[config.mk]
export PLATFORM = sky130hd
export DESIGN_NAME = tile_painter_flat
export DESIGN_NICKNAME = d
export VERILOG_FILES = /design/src/rtl/tile_painter_if.sv /design/src/rtl/tile_painter.sv /design/src/flat_wrapper.sv
export SDC_FILE = /design/constraint.sdc
export NUM_CORES = 1
export LEC_CHECK = 0
export ABC_AREA = 1
export CAP_MARGIN = 30
export CORE_ASPECT_RATIO = 1.2
export CORE_MARGIN = 1.5
export CORE_UTILIZATION = 40
export CTS_CLUSTER_DIAMETER = 120
export CTS_CLUSTER_SIZE = 30
export DETAILED_ROUTE_END_ITERATION = 7
export MAX_ROUTING_LAYER = met4
export PLACE_DENSITY_LB_ADDON = 0.05
export SLEW_MARGIN = 5
export SYNTH_ARGS = -nofsm -noshare
export SYNTH_HDL_FRONTEND = slang
export SYNTH_SLANG_ARGS = --single-unit
export TNS_END_PERCENT = 30
[constraint.sdc]
create_clock -name clk -period 2.9 [get_ports clk]
set_input_delay 0.725 -clock clk [delete_from_list [all_inputs] [get_ports clk]]
set_output_delay 0.725 -clock clk [all_outputs]
set_load 0.02 [all_outputs]
[src/rtl/tile_painter_if.sv]
// rtl/tile_painter_if.sv - tile request handshake and 8-bit LCD write bus
interface tile_painter_if;
    logic       en_update;
    logic [3:0] x;
    logic [3:0] y;
    logic [2:0] obj_code;
    logic       cmd_done;
    logic       busy;
    logic       lcd_csx;
    logic       lcd_dcx;
    logic       lcd_wrx;
    logic [7:0] lcd_d;

    modport master (
        output en_update, x, y, obj_code,
        input  cmd_done, busy, lcd_csx, lcd_dcx, lcd_wrx, lcd_d
    );

    modport slave (
        input  en_update, x, y, obj_code,
        output cmd_done, busy, lcd_csx, lcd_dcx, lcd_wrx, lcd_d
    );
endinterface

[src/rtl/tile_painter.sv]
// rtl/tile_painter.sv - paints one grid cell as a TILE_PX square LCD write burst
module tile_painter #(
    parameter int TILE_PX   = 20,
    parameter int GRID_ROWS = 12
) (
    input  logic          clk,
    input  logic          nrst,
    tile_painter_if.slave bus
);
    typedef enum logic [1:0] {S_IDLE, S_HDR, S_PIX, S_DONE} state_t;

    localparam logic [15:0] TP       = 16'(TILE_PX);
    localparam logic [3:0]  ROWS     = 4'(GRID_ROWS);
    localparam logic [8:0]  LAST_PIX = 9'(TILE_PX * TILE_PX - 1);

    state_t      state_q, state_n;
    logic        phase_q, phase_n;
    logic [3:0]  hdr_q, hdr_n;
    logic [8:0]  pix_q, pix_n;
    logic        sel_q, sel_n;
    logic [3:0]  x_q, x_n, y_q, y_n;
    logic [2:0]  obj_q, obj_n;
    logic        csx_q, csx_n, dcx_q, dcx_n, wrx_q, wrx_n;
    logic [7:0]  d_q, d_n;
    logic        done_q, done_n, busy_q, busy_n;
    logic [15:0] colour;

    function automatic logic [15:0] colour_of(input logic [2:0] code);
        case (code)
            3'b000:  colour_of = 16'h0000;
            3'b001:  colour_of = 16'h03E0;
            3'b010:  colour_of = 16'h07E0;
            3'b011:  colour_of = 16'hF800;
            3'b100:  colour_of = 16'h001F;
            default: colour_of = 16'hF81F;
        endcase
    endfunction

    // Returns {dcx, byte} for header position idx of the address window setup.
    function automatic logic [8:0] hdr_byte(input logic [3:0] idx,
                                            input logic [3:0] cx,
                                            input logic [3:0] cy);
        logic [15:0] xs, xe, ys, ye;
        xs = 16'(cx) * TP;
        xe = xs + TP - 16'd1;
        ys = 16'(cy) * TP;
        ye = ys + TP - 16'd1;
        case (idx)
            4'd0:    hdr_byte = {1'b0, 8'h2A};
            4'd1:    hdr_byte = {1'b1, xs[15:8]};
            4'd2:    hdr_byte = {1'b1, xs[7:0]};
            4'd3:    hdr_byte = {1'b1, xe[15:8]};
            4'd4:    hdr_byte = {1'b1, xe[7:0]};
            4'd5:    hdr_byte = {1'b0, 8'h2B};
            4'd6:    hdr_byte = {1'b1, ys[15:8]};
            4'd7:    hdr_byte = {1'b1, ys[7:0]};
            4'd8:    hdr_byte = {1'b1, ye[15:8]};
            4'd9:    hdr_byte = {1'b1, ye[7:0]};
            4'd10:   hdr_byte = {1'b0, 8'h2C};
            default: hdr_byte = {1'b1, 8'h00};
        endcase
    endfunction

    assign colour = colour_of(obj_q);

    always_ff @(posedge clk or negedge nrst) begin
        if (!nrst) begin
            state_q <= S_IDLE;
            phase_q <= 1'b0;
            hdr_q   <= '0;
            pix_q   <= '0;
            sel_q   <= 1'b0;
            x_q     <= '0;
            y_q     <= '0;
            obj_q   <= '0;
            csx_q   <= 1'b1;
            dcx_q   <= 1'b1;
            wrx_q   <= 1'b1;
            d_q     <= 8'h00;
            done_q  <= 1'b0;
            busy_q  <= 1'b0;
        end else begin
            state_q <= state_n;
            phase_q <= phase_n;
            hdr_q   <= hdr_n;
            pix_q   <= pix_n;
            sel_q   <= sel_n;
            x_q     <= x_n;
            y_q     <= y_n;
            obj_q   <= obj_n;
            csx_q   <= csx_n;
            dcx_q   <= dcx_n;
            wrx_q   <= wrx_n;
            d_q     <= d_n;
            done_q  <= done_n;
            busy_q  <= busy_n;
        end
    end

    // phase_q is the phase currently on the bus: 0 = strobe low, 1 = strobe high.
    always_comb begin
        state_n = state_q;
        phase_n = phase_q;
        hdr_n   = hdr_q;
        pix_n   = pix_q;
        sel_n   = sel_q;
        x_n     = x_q;
        y_n     = y_q;
        obj_n   = obj_q;
        csx_n   = csx_q;
        dcx_n   = dcx_q;
        wrx_n   = wrx_q;
        d_n     = d_q;
        done_n  = 1'b0;
        busy_n  = busy_q;
        case (state_q)
            S_IDLE: begin
                if (bus.en_update) begin
                    busy_n = 1'b1;
                    x_n    = bus.x;
                    y_n    = bus.y;
                    obj_n  = bus.obj_code;
                    if (bus.y < ROWS) begin
                        state_n = S_HDR;
                        hdr_n   = 4'd0;
                        phase_n = 1'b0;
                        csx_n   = 1'b0;
                        wrx_n   = 1'b0;
                        dcx_n   = 1'b0;
                        d_n     = 8'h2A;
                    end else begin
                        state_n = S_DONE;
                        done_n  = 1'b1;
                    end
                end
            end
            S_HDR: begin
                if (!phase_q) begin
                    phase_n = 1'b1;
                    wrx_n   = 1'b1;
                end else begin
                    phase_n = 1'b0;
                    wrx_n   = 1'b0;
                    if (hdr_q == 4'd10) begin
                        state_n = S_PIX;
                        pix_n   = '0;
                        sel_n   = 1'b0;
                        dcx_n   = 1'b1;
                        d_n     = colour[15:8];
                    end else begin
                        hdr_n          = hdr_q + 4'd1;
                        {dcx_n, d_n}   = hdr_byte(hdr_q + 4'd1, x_q, y_q);
                    end
                end
            end
            S_PIX: begin
                if (!phase_q) begin
                    phase_n = 1'b1;
                    wrx_n   = 1'b1;
                end else if (sel_q && pix_q == LAST_PIX) begin
                    state_n = S_DONE;
                    csx_n   = 1'b1;
                    done_n  = 1'b1;
                end else begin
                    phase_n = 1'b0;
                    wrx_n   = 1'b0;
                    if (!sel_q) begin
                        sel_n = 1'b1;
                        d_n   = colour[7:0];
                    end else begin
                        sel_n = 1'b0;
                        pix_n = pix_q + 9'd1;
                        d_n   = colour[15:8];
                    end
                end
            end
            S_DONE: begin
                state_n = S_IDLE;
                busy_n  = 1'b0;
                csx_n   = 1'b1;
            end
            default: state_n = S_IDLE;
        endcase
    end

    assign bus.cmd_done = done_q;
    assign bus.busy     = busy_q;
    assign bus.lcd_csx  = csx_q;
    assign bus.lcd_dcx  = dcx_q;
    assign bus.lcd_wrx  = wrx_q;
    assign bus.lcd_d    = d_q;
endmodule

[src/flat_wrapper.sv]
// flat-port wrapper written by rule: the top's interface ports become plain ports
module tile_painter_flat 
#(
    parameter int TILE_PX   = 20,
    parameter int GRID_ROWS = 12
)
  (clk, nrst, bus_en_update, bus_x, bus_y, bus_obj_code, bus_cmd_done, bus_busy, bus_lcd_csx, bus_lcd_dcx, bus_lcd_wrx, bus_lcd_d);
  tile_painter_if bus_i ();
  input  logic clk;
  input  logic nrst;
  input wire logic [$bits(bus_i.en_update)-1:0] bus_en_update;
  input wire logic [$bits(bus_i.x)-1:0] bus_x;
  input wire logic [$bits(bus_i.y)-1:0] bus_y;
  input wire logic [$bits(bus_i.obj_code)-1:0] bus_obj_code;
  output wire logic [$bits(bus_i.cmd_done)-1:0] bus_cmd_done;
  output wire logic [$bits(bus_i.busy)-1:0] bus_busy;
  output wire logic [$bits(bus_i.lcd_csx)-1:0] bus_lcd_csx;
  output wire logic [$bits(bus_i.lcd_dcx)-1:0] bus_lcd_dcx;
  output wire logic [$bits(bus_i.lcd_wrx)-1:0] bus_lcd_wrx;
  output wire logic [$bits(bus_i.lcd_d)-1:0] bus_lcd_d;
  assign bus_i.en_update = bus_en_update;
  assign bus_i.x = bus_x;
  assign bus_i.y = bus_y;
  assign bus_i.obj_code = bus_obj_code;
  assign bus_cmd_done = bus_i.cmd_done;
  assign bus_busy = bus_i.busy;
  assign bus_lcd_csx = bus_i.lcd_csx;
  assign bus_lcd_dcx = bus_i.lcd_dcx;
  assign bus_lcd_wrx = bus_i.lcd_wrx;
  assign bus_lcd_d = bus_i.lcd_d;
  tile_painter #(.TILE_PX(TILE_PX), .GRID_ROWS(GRID_ROWS)) u_core (.clk(clk), .nrst(nrst), .bus(bus_i));
endmodule
# Word level (Yosys, flattened, before mapping)
# Cells that the tools add are included.
dict set report totals {
  reg_bits 41
  latch_bits 0
  ramBits 0
  romBits 0
  out_inout_bits 13
  word_cells 127
  mem_count 0
}
dict set report op_classes {
  addsub 6
  mul 2
  div_mod_pow 0
  magnitude_cmp 1
  eq_ne 29
  n_shift 0
  muxes 55
  n_bitwise 0
  n_reduce_logical 20
}
# operator n
set op_table {}
lappend op_table {{$pmux W9 S11} 1}
lappend op_table {{$pmux W16 S5} 1}
lappend op_table {{$mux W8} 7}
lappend op_table {{$mux W9} 5}
lappend op_table {{$sub A16 B1 Y16 const B} 2}
lappend op_table {{$pmux W8 S3} 1}
lappend op_table {{$add A9 B5 Y10 const B} 2}
lappend op_table {{$mux W1} 20}
lappend op_table {{$reduce_and A5 Y1} 4}
lappend op_table {{$pmux W9 S2} 1}
lappend op_table {{$eq A4 B3 Y1 const B} 4}
lappend op_table {{$eq A4 B4 Y1 const B} 4}
lappend op_table {{$mux W4} 4}
lappend op_table {{$mul A4 B3 Y7 const B} 2}
lappend op_table {{$mux W2} 6}
lappend op_table {{$ne A2 B1 Y1 const B} 6}
lappend op_table {{$reduce_and A6 Y1} 2}
lappend op_table {{$add A9 B1 Y9 const B} 1}
lappend op_table {{$eq A9 B9 Y1 const B} 1}
lappend op_table {{$pmux W1 S3} 3}
lappend op_table {{$eq A4 B2 Y1 const B} 2}
lappend op_table {{$pmux W1 S2} 4}
lappend op_table {{$pmux W2 S4} 1}
lappend op_table {{$pmux W4 S2} 1}
lappend op_table {{19 further kinds} 28}

# Longest topological paths before layout
# Gate-level depths: netlist (run 1).
dict set report depth {
  depth_word 7
  ltp_mapped 20
  mapped_depth_nobuf 20
}

# Least setup slack after synthesis (run 1)
# Ideal clock, no wire load.
dict set report synth_path {
  kind {register to register}
  startpoint {register u_core.x_q[1]}
  endpoint {register u_core.d_q[3], in the netlist u_core.bus.lcd_d[3]}
  arrival_ps 2463
  required_time_ps 2827
  path_slack_ps 364
  stages_incl_launch_ff 16
  path_buffers 0
  period_less_slack_ps 2536
  path_cell_list {dfrtp_1 ha_1 ha_1 fa_1 nand2_1 nor2_1 nand2_1 nand2_1 nand2_1 nor2_1 nand3_1 o21ai_1 inv_1 nand3_1 nand2_1 a21boi_2}
}
dict set report synth_via {
  elab_chain_len 7
}
# item line_no
set synth_lines {}
lappend synth_lines {{start, declared} tile_painter.sv:21} ;# logic [3:0] x_q, x_n, y_q, y_n;
lappend synth_lines {{start signal, assigned} tile_painter.sv:88} ;# x_q <= x_n;
lappend synth_lines {{$mul A4 B3 Y7 *} tile_painter.sv:44} ;# xs = 16'(cx) * TP;
lappend synth_lines {{$add A9 B5 Y10} tile_painter.sv:45} ;# xe = xs + TP - 16'd1;
lappend synth_lines {{$sub A16 B1 Y16} tile_painter.sv:45}
lappend synth_lines {{$pmux W9 S11 *} tile_painter.sv:48} ;# case (idx)
lappend synth_lines {{$mux W8 *} tile_painter.sv:144} ;# if (hdr_q == 4'd10) begin
lappend synth_lines {{$mux W8 *} tile_painter.sv:138} ;# if (!phase_q) begin
lappend synth_lines {{$pmux W8 S3 *} tile_painter.sv:116} ;# case (state_q)
lappend synth_lines {{end signal, assigned} tile_painter.sv:94} ;# d_q <= d_n;
lappend synth_lines {{end, declared} tile_painter.sv:24} ;# logic [7:0] d_q, d_n;
# Every way passes the cells marked *; elsewhere a longest branch is shown, timed or not. The select of a mux whose other input is x is not followed.
# A chain may end at the register's enable or synchronous reset.

# Worst setup path in the final report (run 1)
dict set report layout_path {
  startpoint {register u_core.x_q[1]}
  endpoint {register u_core.d_q[6], in the netlist u_core.bus.lcd_d[6]}
}
# Same word-level chain as after synthesis.

==> flow_summary.yaml, run 1 <==
placed_design:
  gp_congestion: 0.975
  dp_hpwl_um: 7310
  portBuffers: 26
clocking:
  cts-root-buf: "clkbuf_8"
  clk_path_buf_depth: 2
  clock_latency_ns: 0.31
  cts_sinks: 41
  clk_pin_slew_worst_paths_ns: 0.08
  hold_buffers: 0
  numCtsBuffers: 5
  htree_levels: 2
  cts_tree: "built"
die:
  die_area_um2: 9130
  die_h_um: 104
  core.rowCount: 36
  coreArea_um2: 8200
  io_pins: 27
  initial_core_util: 0.418
  fp.dieW_um: 87.5
setup_path:
  cp-start-kind: "flop"
  critPathKind: "flop to flop"
  critPathRequiredTime_ns: 3.15
  critPathArrivalTime_ns: 2.98
  crit_start: "u_core.x_q[1]$_DFFE_PN0P_"
  r2r_cells: 17
  cp-end-kind: "flop"
  reg2reg_from: "u_core.x_q[1]$_DFFE_PN0P_"
  cp_max_fo: 4
cells_and_area:
  final_layout_size_suffix_gt1_frac: 0.0882
  layout_common_cells: "nand2_1 (194), inv_1 (82), nor2_1 (47), nand3_1 (41), dfrtp_1 (38)"
  antenna_cells: 0
  nets: 613
  n_fill_cell: 900
  final_common_cell: "nand2_1"
  syn_to_final_growth_pct: 18.0
logic_synthesis:
  synth_edf_count: 0
  ys_ff_latch: 41
  ys_seq_area_frac: 0.301
  async_flop_share: 1.00
  ys_types: 40
  synth_ff_type: "dfrtp_1"
  syn-mean-instance-area_um2: 6.39
  yosysWarnings: 0
  synth_nets: 572
  syn_area_um2: 3430
  synth_cells: 536
timing:
  slew_headroom: 0.515
  setup_viol_count_final: 0
  hold_violations: 0
  worst_pin_slew_ns: 0.719
  fmax_mhz: 367
  period_minus_slack_ns: 2.72
  finalMaxSlewViolations: 0
  tns_ns: 0
  clock_skew_ns: 0.00500
  fin_crit_sh: 0.938
job:
  cap_violations: 0
global_routing:
  grt_max_degree: 22
  grt_overflow_total: 0
  grt_pass1_vias: 3346
  grt_pass1_wl_um: 15600
  antenna_found_initial: 0
  grt_use_total: 0.223
route:
  wl_um: 9200
  via_count: 3409
  drt_iter0_markers: 158
  drt_pass1_iterations: 5
  antenna_left: 0
  avgViaCountPerCell: 4.93
  drc: 0
  wl_per_cell_um: 13.3
pwr:
  p_total_mw: 4.34
  irDropWorstVdd_mv: 0.440
  power_density_nw_per_um2: 1070
  power.leakage_nw: 2.13
outcome:
  status: "finished, final reports clean"
min_path:
  holdCritPathClass: "input pin to async pin"
-- power breakdown --
part           total [mW]  internal [mW]  switching (mW)
clock network       0.438          0.216           0.222
registers           0.925          0.778           0.148
logic                2.98           1.07            1.91
-- cell families (layout without fill, tap and decap cells) --
family | Yosys count | count (layout) | share of synthesized area
adders and majority gates | 22 | 22 | 0.0847
xor gates and xnor gates | 9 | 9 | 0.0252
buffers and inverters | 91 | 133 | 0.103
DFF | 41 | 41 | 0.301
AOI/OAI and AO/OA | 58 | 58 | 0.0986
and+or+nand+nor | 315 | 315 | 0.388
-- timing repair --
item,4_1_cts,5_1_grt
buffers inserted,0,1
setup endpoints to repair,0,8
gates resized for setup,0,11
-- synth_stat cells (2+ instances only) --
cell type	n	area share
nand3_1	43	0.063
nand2_1	195	0.21
inv_2	2	0.0022
a21oi_1	11	0.016
ha_1	20	0.073
nor2_4	4	0.013
o21ai_0	28	0.041
fa_1	2	0.012
xor2_1	4	0.010
clkbuf_1	3	0.0033
nor3_1	5	0.0073
xnor2_1	4	0.010
o32ai_1	2	0.0051
nand4_1	10	0.018
o22ai_1	4	0.0073
dfstp_2	3	0.023
o31ai_1	4	0.0088
dfrtp_1	38	0.28
inv_1	83	0.091
nor2_1	51	0.056
-- final cells by class --
cell class                 count  area [um2]  area share
tap                          114         143      0.0353
timing repair buffer          38         365      0.0904
multi-input combinational    404        2070       0.513
clock inverter                 1        5.00     0.00124
sequential                    41        1030       0.255
clock buffer                   7        96.3      0.0238
inverter                      87         329      0.0814
-- sequential cells by signal, summed over array words and instances (netlist names) --
register             count
u_core.bus.busy          1
u_core.bus.cmd_done      1
u_core.bus.lcd_csx       1
u_core.bus.lcd_d         8
u_core.bus.lcd_dcx       1
u_core.bus.lcd_wrx       1
u_core.hdr_q             4
u_core.obj_q             3
u_core.phase_q           1
u_core.pix_q             9
u_core.sel_q             1
u_core.state_q           2
u_core.x_q               4
u_core.y_q               4
-- critical path, stage by stage, from the launching register on --
cell	delay, ns
dfrtp_1	0.39
ha_1	0.30
ha_2	0.20
fa_2	0.61
nand2_1	0.09
inv_1	0.09
nand3_2	0.12
nand2_2	0.12
inv_2	0.05
nor2_2	0.14
nand3_1	0.09
nand2_1	0.11
nor2_1	0.05
nand2_1	0.07
nand2_1	0.06
nand2_1	0.06
nand2_1	0.05
nand2_1	0.05
-- through the flow --
| step | cells | worst slack [ns] | utilization | area, um2 | hold WS (ns) |
|---|---|---|---|---|---|
| global placement | 682 | 0.121 | 0.473 | 3880 | 0.427 |
| finish | 692 | 0.178 | 0.493 | 4040 | 0.388 |
| detailed placement | 683 | 0.0947 | 0.476 | 3900 | 0.431 |
| global route | 692 | -0.0143 | 0.493 | 4040 | 0.414 |
| floorplan | 536 | 0.364 | - | 3430 | 0.402 |
| CTS | 691 | 0.0783 | 0.489 | 4010 | 0.400 |
-- path summary, 6_finish.rpt --
check / to / slack (ns)
setup / recovery: u_core.bus.lcd_d[6]$_DFFE_PN0P_ / 0.18
hold / removal: u_core.pix_q[0]$_DFFE_PN0P_ / 0.39
setup reg to reg: u_core.bus.lcd_d[6]$_DFFE_PN0P_ / 0.18
hold reg to reg: u_core.bus.lcd_wrx$_DFFE_PN1P_ / 0.45
max in group asynchronous: u_core.bus.lcd_dcx$_DFFE_PN1P_ / 1.94
min in group clk: u_core.bus.lcd_wrx$_DFFE_PN1P_ / 0.45
-- per-layer routing --
metal	track usage	up-vias	routed length, um
met5	-	-	0
met4	0.0714	0	137
met3	0.0310	10	249
met2	0.388	48	4740
met1	0.261	1577	4070
li1	-	1774	-
Power figures use the tool's default switching activity.
==> run 2, diff against run 1 <==
CTS_BUF_LIST = sky130_fd_sc_hd__clkbuf_8 sky130_fd_sc_hd__clkbuf_16   (was not set)
clock period = 2.7 ns   (was 2.9 ns; I/O delays follow)
==> run 2 against run 1 <==
  * Via count up 2.1%
  * Non-clock buffer count up 14
  * Combinational power up 33%
  * Routed wire length up 6.1%
  * Total power up 24%
  * Clock-buffer cell count down 2
  * Global-route usage up 0.77 points
  * Maximum frequency up 3.1%
  * Critical path type unchanged
  * Highest routed layer unchanged
==> flow_summary.yaml, run 2 (same netlist as run 1, synthesis figures left out) <==
timing:
  hold_violations: 0
  finalMaxSlewViolations: 0
  rsz0062_at_grt: "true"
  slew_headroom: 0.523
  worst_pin_slew_ns: 0.707
  setup_viol_count_final: 0
  setup_slack_ns: 0.0610
  fin_crit_sh: 0.977
  clock_skew_ns: 0.00551
  period_minus_slack_ns: 2.64
  fmax_mhz: 379
clocking:
  htree_levels: 2
  hold_buffers: 0
  cts-root-buf: "clkbuf_8"
  cts_sinks: 41
  cts_tree: "built"
  numCtsBuffers: 5
  clk_pin_slew_worst_paths_ns: 0.09
  clock_latency_ns: 0.31
  clk_path_buf_depth: 2
setup_path:
  crit_start: "u_core.y_q[3]$_DFFE_PN0P_"
  cpMaxStageDelayCell: "fa_2"
  endpoint: "u_core.bus.lcd_d[1]$_DFFE_PN0P_"
  cp_common_cell: "nand3_1"
  cp-end-kind: "flop"
  critPathKind: "flop to flop"
  critPathArrivalTime_ns: 2.84
  r2r_end: "u_core.bus.lcd_d[1]$_DFFE_PN0P_"
  max_stage_delay_ns: 0.65
  cp-start-kind: "flop"
  reg2reg_from: "u_core.y_q[3]$_DFFE_PN0P_"
  r2r_setup_slack_ns: 0.06
  path_cells: "ha_1 > ha_4 > fa_2 > buf_6 > inv_2 > nand2_2 > nand2_4 > nor2_4 > buf_4 > nand4_1 > nand3_1 > nand3_1 > nand2_1 > a21boi_1"
  critPathRequiredTime_ns: 2.90
  r2r_cells: 14
  cp_max_fo: 4
die:
  core.rowCount: 36
  initial_core_util: 0.418
  fp.dieW_um: 87.5
  die_area_um2: 9130
  die_h_um: 104
  coreArea_um2: 8200
  io_pins: 27
route:
  via_count: 3480
  drc: 0
  wl_um: 9760
  wl_per_cell_um: 13.8
  drt_pass1_iterations: 4
  antenna_left: 0
  drt_iter0_markers: 177
  avgViaCountPerCell: 4.93
placed_design:
  dp_hpwl_um: 7350
  dp.cells: 692
  pre_cts_ws_ns: -0.0494
  gp_congestion: 0.917
  portBuffers: 26
job:
  cap_violations: 0
global_routing:
  antenna_found_initial: 0
  grt_pass1_vias: 3469
  grt_pass1_wl_um: 16300
  grt_max_degree: 42
  grt_overflow_total: 0
  grt_use_total: 0.231
pwr:
  power.leakage_nw: 2.22
  power_density_nw_per_um2: 1230
  p_total_mw: 5.38
  irDropWorstVdd_mv: 0.408
cells_and_area:
  syn_to_final_growth_pct: 27.4
  antenna_cells: 0
  finalNonFillerCells: 706
  layout_common_cells: "nand2_1 (174), inv_1 (78), nor2_1 (42), dfrtp_1 (38), nand3_1 (29)"
  top_register: "u_core.pix_q"
  nets: 627
  final_common_cell: "nand2_1"
  largest_reg_flops: 9
  final_layout_size_suffix_gt1_frac: 0.181
outcome:
  status: "finished, final reports clean"
min_path:
  holdCritPathClass: "input pin to async pin"
## run 2: worst max-delay path: cells and delay by family, from the launching register on
kind | cells | cell delay (ns)
adders and majority gates | 3 | 1.16
and+or+nand+nor | 7 | 0.63
DFF | 1 | 0.39
buffers and inverters | 3 | 0.30
AOI/OAI and AO/OA | 1 | 0.05
## run 2: per-layer routing
metal | vias to the layer above | part of all wire | track usage
met5 | - | 0 | -
met4 | 0 | 0.025 | 0.0930
met3 | 16 | 0.020 | 0.0333
met2 | 38 | 0.52 | 0.395
met1 | 1626 | 0.43 | 0.267
li1 | 1800 | - | -
## run 2: report_power, final
group	internal (mW)	switching [mW]
Combinational	1.51	2.46
Clock	0.179	0.242
Sequential	0.835	0.158
Total	2.52	2.86
## run 2: cell type report
cell class              count  area, um2
inverters                  87        332
clock inverters             3       18.8
well taps                 114        143
fillers                   841       3830
flip-flops and latches     41       1030
multi-input cells         404       2300
clock buffers               5       68.8
repair buffers             52        470
## run 2: how the worst min path moves through the flow
stage	from	end	cells after the start	slack (ns)
5_1_grt	nrst	u_core.pix_q[0]$_DFFE_PN0P_	1	0.32
3_5_place_dp	u_core.phase_q$_DFFE_PN0P_	u_core.bus.lcd_wrx$_DFFE_PN1P_	1	0.43
2_1_floorplan	nrst	u_core.bus.busy$_DFFE_PN0P_	0	0.38
3_3_place_gp	u_core.phase_q$_DFFE_PN0P_	u_core.bus.lcd_wrx$_DFFE_PN1P_	1	0.41
4_1_cts	u_core.phase_q$_DFFE_PN0P_	u_core.bus.lcd_wrx$_DFFE_PN1P_	1	0.46
6_report	nrst	u_core.pix_q[0]$_DFFE_PN0P_	1	0.29
## run 2: metrics by stage
step	cell area (um2)	hold slack [ns]	TNS (ns)	utilization
2_1_floorplan	3430	0.379	0	-
3_3_place_gp	3950	0.413	0	0.482
3_5_place_dp	3950	0.430	-0.189	0.482
4_1_cts	4050	0.456	-0.000723	0.494
5_1_grt	4360	0.315	-0.512	0.532
6_report	4360	0.295	0	0.532
## run 2: repair_timing
action,CTS,global route
buffers inserted,0,5
gates resized for setup,5,68
endpoints found under the setup margin,7,8
pin swaps,0,33
hold endpoints to repair,0,0
==> run 3, diff against run 2 <==
PLACE_DENSITY = 0.57   (was not set)
PLACE_DENSITY_LB_ADDON = not set   (was 0.05)
==> run 3 against run 2 <==
  * Combinational power decreased by 13%
  * Setup slack improved by 0.10 ns
  * Clock-buffer cell count increased by 1
  * Die area unchanged
  * Clock power increased by 23%
  * Global-route usage decreased by 0.89 points
  * Non-clock buffer count decreased by 11
  * Highest routed layer unchanged
  * Routed wire length decreased by 5.5%
  * Critical path type unchanged
  * Flip-flop and latch count unchanged
==> flow_summary.yaml, run 3 (same netlist as run 1, synthesis figures left out) <==
outcome:
  status: "finished, final reports clean"
cells_and_area:
  syn_to_final_growth_pct: 21.5
  largest_reg_flops: 9
  layout_common_cells: "nand2_1 (187), inv_1 (83), nor2_1 (44), dfrtp_1 (38), nand3_1 (37)"
  final_common_cell: "nand2_1"
  final_layout_size_suffix_gt1_frac: 0.115
  fin_util: 0.508
  top_register: "u_core.pix_q"
  finalNonFillerCells: 695
  n_fill_cell: 871
  postLayoutCellArea_um2: 4160
  nets: 616
  antenna_cells: 0
timing:
  hold_violations: 0
  fmax_mhz: 394
  fin_crit_sh: 0.939
  setup_viol_count_final: 0
  rsz0062_at_grt: "true"
  slew_headroom: 0.574
  clock_skew_ns: 0.00889
  worst_pin_slew_ns: 0.633
  finalMaxSlewViolations: 0
  period_minus_slack_ns: 2.54
pwr:
  power_density_nw_per_um2: 1200
  clkPwrFrac: 0.104
  p_seq_frac: 0.201
  switching_share: 0.521
  comb_power_share: 0.695
  switchingPower_mw: 2.60
  internal_power_mw: 2.39
  power.leakage_nw: 2.16
  irDropWorstVdd_mv: 0.537
setup_path:
  r2r_setup_slack_ns: 0.16
  critPathArrivalTime_ns: 2.78
  crit_family: "simple AND/OR/NAND/NOR gates"
  cpMaxStageDelayCell: "fa_1"
  cp-end-kind: "flop"
  cp-start-kind: "flop"
  cp_max_fo: 4
  critPathKind: "flop to flop"
  path_cells: "ha_4 > ha_4 > fa_1 > inv_1 > nand2_1 > nand2_2 > nand3_2 > nand2_2 > inv_2 > nor2_4 > nand3_2 > nand2_2 > inv_2 > nand2_1 > nand3_1 > nand2_1 > nand2_1 > nand2_1"
  cp_common_cell: "nand2_1"
  critPathBufInv: 3
  critPathRequiredTime_ns: 2.95
  max_stage_delay_ns: 0.46
die:
  die_area_um2: 9130
  initial_core_util: 0.418
  core.rowCount: 36
  fp.dieW_um: 87.5
  die_h_um: 104
  io_pins: 27
  coreArea_um2: 8200
placed_design:
  gp_congestion: 0.910
  dp.cells: 685
  portBuffers: 26
  place_area_um2: 3900
  dp_hpwl_um: 7430
clocking:
  clock_latency_ns: 0.30
  cts_sinks: 41
  numCtsBuffers: 5
  clk_path_buf_depth: 2
  cts-root-buf: "clkbuf_8"
  hold_buffers: 0
  clk_pin_slew_worst_paths_ns: 0.08
  htree_levels: 2
  cts_tree: "built"
global_routing:
  grt_overflow_total: 0
  grt_use_total: 0.222
  grt_pass1_wl_um: 15600
  antenna_found_initial: 0
  grt_max_degree: 42
  grt_pass1_vias: 3442
route:
  wl_um: 9230
  antenna_left: 0
  avgViaCountPerCell: 4.96
  drt_pass1_iterations: 4
  drc: 0
  via_count: 3444
  wl_per_cell_um: 13.3
  drt_iter0_markers: 139
job:
  cap_violations: 0
min_path:
  holdCritPathClass: "input pin to async pin"
==> run 3: cell count changes in the layout (fill, tap and decap cells not counted), moves of 2 or more <==
cell / previous run / this run
nand2_1: 174 / 187
inv_2: 7 / 3
nand3_1: 29 / 37
inv_1: 78 / 83
buf_4: 23 / 13
nand3_4: 3 / 0
clkinvlp_4: 2 / 0
nand2_4: 6 / 1
nand2_2: 17 / 9
nand3_2: 11 / 6
nor2_1: 42 / 44
==> run 3: cell type report <==
cell class,count,area [um2],share of cell area
clock buffers,6,82.6,0.0198
multi-input cells,404,2160,0.519
well taps,114,143,0.0343
inverters,87,329,0.0791
flip-flops and latches,41,1030,0.247
repair buffers,41,384,0.0923
clock inverters,2,33.8,0.00812
==> run 3: final timing paths <==
check / from / end / cells past startpoint
min in group clk: u_core.phase_q$_DFFE_PN0P_ / u_core.bus.lcd_wrx$_DFFE_PN1P_ / 1
worst min register to register: u_core.phase_q$_DFFE_PN0P_ / u_core.bus.lcd_wrx$_DFFE_PN1P_ / 1
max in group asynchronous: nrst / u_core.bus.lcd_dcx$_DFFE_PN1P_ / 2
worst min-delay path: nrst / u_core.pix_q[6]$_DFFE_PN0P_ / 1
worst max-delay path: u_core.x_q[1]$_DFFE_PN0P_ / u_core.bus.lcd_d[2]$_DFFE_PN0P_ / 18
worst max register to register: u_core.x_q[1]$_DFFE_PN0P_ / u_core.bus.lcd_d[2]$_DFFE_PN0P_ / 18
==> run 3: through the flow <==
stage | power, mW | setup slack [ns] | hold WS (ns) | TNS (ns)
global placement | 4.16 | 0.0354 | 0.424 | 0
finish | 4.99 | 0.164 | 0.268 | 0
detailed placement | 4.19 | -0.00266 | 0.420 | -0.00266
global route | 5.50 | -0.0196 | 0.296 | -0.0479
floorplan | 3.22 | 0.164 | 0.379 | 0
CTS | 4.74 | 0.000473 | 0.448 | 0
==> run 3: timing repair <==
item,CTS,global route
buffers inserted,0,1
pin swaps,0,13
gates resized for setup,1,30
endpoints found under the setup margin,4,8
==> run 3: power groups by stage <==
stage               clock network, mW  logic, mW  registers (mW)
floorplan                           0       2.13            1.09
global placement                    0       3.16            1.00
detailed placement                  0       3.18            1.01
CTS                             0.532       3.21           0.999
global route                    0.559       3.91            1.03
finish                          0.518       3.47            1.00
==> run 3: per-layer routing <==
layer | global-route usage | up-vias | share of wire | wire length (um)
li1 | - | 1776 | - | -
met1 | 0.266 | 1598 | 0.44 | 4080
met2 | 0.380 | 52 | 0.51 | 4700
met3 | 0.0246 | 18 | 0.023 | 212
met4 | 0.0782 | 0 | 0.026 | 237
met5 | - | - | 0 | 0
